## src/rtl/usb_crc5_check.sv

```systemverilog
// USB token CRC5 generator/checker: parallel CRC5 over the 11-bit ADDR/ENDP payload,
// registered alongside a flag comparing it with the received CRC field.
module usb_crc5_check (
  input  logic        clk,
  input  logic        rst,
  input  logic [15:0] d,
  output logic        valid,
  output logic [4:0]  crc5_result
);

  localparam int unsigned PayloadW = 11;
  localparam logic [4:0]  CrcPoly  = 5'b00101;
  localparam logic [4:0]  CrcInit  = 5'b11111;

  logic [PayloadW-1:0] payload;
  logic [4:0]          rx_field;
  logic [4:0]          crc_reg;
  logic [4:0]          crc_field;
  logic                match;

  logic [4:0]          crc5_result_d, crc5_result_q;
  logic                valid_d, valid_q;

  assign payload  = d[PayloadW-1:0];
  assign rx_field = d[15:11];

  // Unrolled LFSR over the payload, LSB (first bit on the wire) first.
  always_comb begin
    logic fb;
    crc_reg = CrcInit;
    fb      = 1'b0;
    for (int i = 0; i < PayloadW; i++) begin
      fb      = payload[i] ^ crc_reg[4];
      crc_reg = {crc_reg[3:0], 1'b0};
      if (fb) begin
        crc_reg = crc_reg ^ CrcPoly;
      end
    end
  end

  // Complement, then bit-reverse so that bit 0 of the field is the MSB sent first.
  always_comb begin
    crc_field = '0;
    for (int i = 0; i < 5; i++) begin
      crc_field[i] = ~crc_reg[4-i];
    end
  end

  assign match = (rx_field == crc_field);

  always_comb begin
    crc5_result_d = crc_field;
    valid_d       = match;
  end

  always_ff @(posedge clk) begin
    if (rst) begin
      crc5_result_q <= 5'b00000;
      valid_q       <= 1'b0;
    end else begin
      crc5_result_q <= crc5_result_d;
      valid_q       <= valid_d;
    end
  end

  assign crc5_result = crc5_result_q;
  assign valid       = valid_q;

endmodule

```

## config.mk

```make
export PLATFORM = sky130hd
export DESIGN_NAME = usb_crc5_check
export DESIGN_NICKNAME = d
export VERILOG_FILES = /design/src/rtl/usb_crc5_check.sv
export SDC_FILE = /design/constraint.sdc
export NUM_CORES = 1
export LEC_CHECK = 0
export ABC_CLOCK_PERIOD_IN_PS = 6710
export CAP_MARGIN = 20
export CELL_PAD_IN_SITES_DETAIL_PLACEMENT = 1
export CELL_PAD_IN_SITES_GLOBAL_PLACEMENT = 2
export CORE_MARGIN = 5
export CORE_UTILIZATION = 22
export DETAILED_ROUTE_END_ITERATION = 10
export HOLD_SLACK_MARGIN = 0.03
export PLACE_DENSITY = 0.78
export SYNTH_ARGS = -nofsm -noshare
export SYNTH_HDL_FRONTEND = slang
export SYNTH_SLANG_ARGS = --single-unit
```

## constraint.sdc

```tcl
create_clock -name clk -period 6.71 [get_ports clk]
set_clock_uncertainty 0.05 [all_clocks]
set_input_delay 1.6775 -clock clk [delete_from_list [all_inputs] [get_ports clk]]
set_output_delay 1.6775 -clock clk [all_outputs]
set_load 0.1 [all_outputs]
```

After elaboration in Yosys (flattened, before gate mapping)
Index checks and enable logic that the tools add are counted.
{"block": "totals", "ram_bits": 0, "output_inout_bits": 6, "rom_bits": 0, "ff_bits": 6, "mem_count": 0, "in_bits": 18, "word_cells": 39, "latch_bits": 0}
{"block": "classes", "n_eq_ne": 1, "n_mux": 11, "n_addsub": 0, "n_bitwise": 25, "n_lt_le_gt_ge": 0, "div": 0, "n_mul": 0, "reduce_logical": 0, "shift": 0}
{"operator": "3-bit two-way mux", "n": 11}
{"operator": "2-bit inverter", "n": 10}
{"operator": "1-bit bitwise XOR", "n": 8}
{"operator": "5-bit equality test", "n": 1}
{"operator": "1-bit inverter", "n": 5}
{"operator": "1-bit bitwise XOR (second input constant)", "n": 2}

Logic depth before layout (Yosys ltp)
{"block": "depth", "ltp_word": 23, "depth_mapped": 5, "ltp_nobuf": 5}

Worst setup path after synthesis
No wires, ideal clock.
{"block": "synth_path", "kind": "input to register", "start": "input port d[2]", "end": "register valid_q (netlist: valid)", "arrival_ns": 3.225, "setup_time_ns": 0.103, "slack_ns": 3.332, "required_ns": 6.557, "cell_stages": 5, "cell_sequence": "xor3_2 -> xor3_1 -> or3_1 -> a211o_1 -> a2111oi_2"}
{"block": "synth_between", "elab_chain_len": 12, "elab_cells_between_ends": 23, "classes_between": "eq/ne: 1; mux: 9; bitwise: 13"}
{"element": "start: declaration", "line_no": "6", "text": "input logic [15:0] d,"}
{"element": "1-bit bitwise XOR *", "line_no": "33", "text": "fb = payload[i] ^ crc_reg[4];"}
{"element": "3-bit two-way mux *", "line_no": "35", "text": "if (fb) begin"}
{"element": "3-bit two-way mux", "line_no": "35"}
{"element": "2-bit inverter (no line)"}
{"element": "3-bit two-way mux", "line_no": "35"}
{"element": "1-bit bitwise XOR", "line_no": "33"}
{"element": "3-bit two-way mux (2 in series)", "line_no": "35"}
{"element": "2-bit inverter (no line)"}
{"element": "3-bit two-way mux", "line_no": "35"}
{"element": "1-bit inverter", "line_no": "45", "text": "crc_field[i] = ~crc_reg[4-i];"}
{"element": "5-bit equality test *", "line_no": "49", "text": "assign match = (rx_field == crc_field);"}
{"element": "end signal: assignment", "line_no": "62", "text": "valid_q <= valid_d;"}
{"element": "end: declaration", "line_no": "22", "text": "logic valid_d, valid_q;"}
Every way passes the cells marked *; elsewhere a longest branch is shown, timed or not.
A chain may end at the register's enable or synchronous reset.

Final worst setup path
Ends and elaborated chain as after synthesis.

==> reports/qor_table.md <==
| Metric | Reported |
|:---|:---|
| Maximum resistive drop on vdd | 127 µV |
| GRT Util Overall | 7.51% |
| Dominant cells by area after synthesis | sky130_fd_sc_hd__xnor2_1 30%, sky130_fd_sc_hd__dfxtp_1 28%, sky130_fd_sc_hd__xor3_2 5.7% |
| # IOs | 24 |
| Number of setup buffers added after CTS | 0 |
| Root Driver | sky130_fd_sc_hd__clkbuf_4 |
| Start point of the worst min-delay path | rst |
| Area used by sequential logic in the layout | 120 µm² |
| Worst Hold Class | in -> reg |
| Async SR Flop Fraction | 0% |
| Flip-flop cell with the highest count after synthesis | sky130_fd_sc_hd__dfxtp_1 |
| # Max-Cap Violations | 0 |
| Seq/Total Area, Yosys | 27.6% |
| Count of final setup violators | 0 |
| Number of synthesized register bits | 6 |
| CTS resizes | 0 |
| Clock transition at the register clock pins on the worst setup and hold paths after CTS | 40 ps |
| Vertical die dimension | 54.5 µm |
| Type of the setup path with the least slack | in -> reg |
| Maximum fanout count along the critical path | 4 |
| Post-placement cell count | 92 |
| CP endpoint kind | flip-flop |
| Data arrival, critical path | 3880 ps |
| Number of failing hold endpoints at the final stage | 0 |
| Worst hold path endpoint | crc5_result[1]$_SDFF_PP0_ |
| Leakage power summed over all cells | 0.000269 µW |
| Total of warnings raised by yosys | 0 |
| Net count of the mapped netlist | 60 |
| Fill cells | 234 |
| Area of the multi-input gates | 312 µm² |
| Total negative setup slack | 0 ps |
| Area leader, netlist | sky130_fd_sc_hd__xnor2_1 |
| DRC violation total after the first TritonRoute iteration | 0 |
| GR Util met2 | 13.9% |
| GR met3 Demand/Resource | 1.63% |
| Number of placement rows | 16 |
| Core box area | 1920 µm² |
| Cells on Worst Hold Path | 2 |
| Vias/cell | 4.05 |
| Layer carrying the most global-route usage | met2 |
| Period Utilization, post-route | 56.6% |
| Mean cell area of the mapped netlist | 10.4 µm² |
| Buffer depth of the longest clock path | 2 |
| Cell Area, Synth | 435 µm² |
| Initial antenna violation count | 0 |
| Hold-fix buffer count after cts | 0 |
| Non-Filler Instances | 95 |
| Number of antenna cells inserted | 0 |
| Setup repair after global routing missed its margin | false |
| TritonCTS clock tree | built |
| Pins over their slew limit | 0 |
| Data required time at the worst endpoint | 6790 ps |
| Vias post-DR | 385 |
| Fraction of post-synthesis cell area in the top cell type by area | 30.2% |
| Top achievable clock speed | 0.263 GHz |
| Post-DRT Antenna Nets | 0 |
| Count of flip-flops with a built-in enable after synthesis | 0 |
| Area Growth Syn to Fin | 65.8% |
| Wire length of the first global-routing pass | 1630 µm |
| Cell types with the highest counts after synthesis | 15 x sky130_fd_sc_hd__xnor2_1, 6 x sky130_fd_sc_hd__dfxtp_1, 4 x sky130_fd_sc_hd__nor2_1, 2 x sky130_fd_sc_hd__xor2_1 |
| Clock period minus worst slack | 3800 ps |
| Via count of the first global-routing pass | 417 |
| Overflow left after global routing | 0 |
| Global routing usage on met1 | 7.35% |
| Category of the worst setup path launch point | input pin |
| Post-DP HPWL | 926 µm |
| Final #Nets | 88 |
| Clk sinks | 6 |
| Die area | 2970 µm² |
| Run status | complete, no violations |
| Number of distinct standard cells referenced by the synthesized netlist | 19 |
| X dimension of the die | 54.5 µm |
| Max-slew headroom at the worst pin | 35.0% |
| Drc violations | 0 |
| Effective utilization at floorplan | 22.7% |
| I/O Buffers | 23 |
| Gate count of the mapped netlist | 42 |
| First-pass iteration count of the detailed router | 1 |
| Dominant cell by count in the synthesized netlist | sky130_fd_sc_hd__xnor2_1 |
| Number of buffers added by the clock tree synthesis step | 3 |
| Wire per inst | 10.4 µm |
| Post-detailed-routing wire length | 986 µm |
| Power density cells | 285 nW/µm² |
| Maximum level of the CTS H-tree | 1 |
| Layout cells sized above 1 | 8.82% |
| Maximum number of pins on one net before global-route repair | 7 |
| Worst-Margin Slew | 972 ps |
| Gpl congestion | 0.667 |
==> sequential cells by signal, summed over array words and instances, names as in the netlist <==
name,count
crc5_result,5
valid,1
==> worst max path at each step <==
stage | depth (start not counted) | startpoint | slack [ps] | end
4_1_cts | 6 | d[2] | 2900 | valid$_SDFF_PP0_
5_1_grt | 6 | d[2] | 2740 | valid$_SDFF_PP0_
3_3_place_gp | 6 | d[2] | 2700 | valid$_SDFF_PP0_
2_1_floorplan | 5 | d[2] | 3330 | valid$_SDFF_PP0_
6_report | 6 | d[2] | 2910 | valid$_SDFF_PP0_
3_5_place_dp | 6 | d[2] | 2660 | valid$_SDFF_PP0_
==> critical path: stages <==
cell	delay, ps
sky130_fd_sc_hd__clkdlybuf4s50_1	530
sky130_fd_sc_hd__xor3_2	510
sky130_fd_sc_hd__xor3_1	240
sky130_fd_sc_hd__or3_1	320
sky130_fd_sc_hd__a211o_1	310
sky130_fd_sc_hd__a2111oi_2	280
==> cell type report <==
type / instances / share of cell area [%]
Inverter: 1 / 0.520
Multi-Input combinational cell: 35 / 43.2
Clock buffer: 3 / 3.12
Tap cell: 27 / 4.68
Timing Repair Buffer: 23 / 31.9
Sequential cell: 6 / 16.6
==> routing by layer <==
metal / part of all wire (%) / vias up
met3: 7.9 / 0
met4: 0 / 0
li1: - / 195
met5: 0 / -
met1: 40 / 174
met2: 52 / 16
==> power by group <==
group          leakage, µW  switching (µW)  total [µW]  internal, µW
Clock            0.0000138            11.0        31.1          20.1
Sequential       0.0000497            1.71        45.0          43.3
Combinational     0.000205            84.0         130          45.5
Total             0.000269            96.7         206           109
==> cells in the final DEF (no fill, tap or decap), drive strengths merged <==
master         count
inv                1
xor2               2
dfxtp              6
o21ai              1
and3               1
xor3               2
clkbuf             3
a31oi              1
clkdlybuf4s50     23
xnor3              1
nor2b              1
a211o              1
xnor2             15
or3                1
nor3               1
a2111oi            1
nor2               4
a211oi             1
nand3              1
nand2              1
==> stage by stage <==
step	setup WS [ps]	hold slack, ps	total power, µW	cell area [µm²]	utilization, %
final	2910	2090	206	722	37.6
after CTS	2900	2080	209	722	37.6
after global routing	2740	2130	217	722	37.6
after detailed placement	2660	2330	177	699	36.4
after global placement	2700	2320	175	699	36.4
after floorplan	3330	1700	143	435	-
==> cells by family after synthesis <==
family | count (synthesis) | share of synthesized area [%]
and+or+nand+nor | 10 | 11.2
DFF | 6 | 27.6
xor gates and xnor gates | 20 | 50.6
AOI/OAI and AO/OA | 5 | 9.77
buffers and inverters | 1 | 0.861
(Power assumes the default switching activity.)
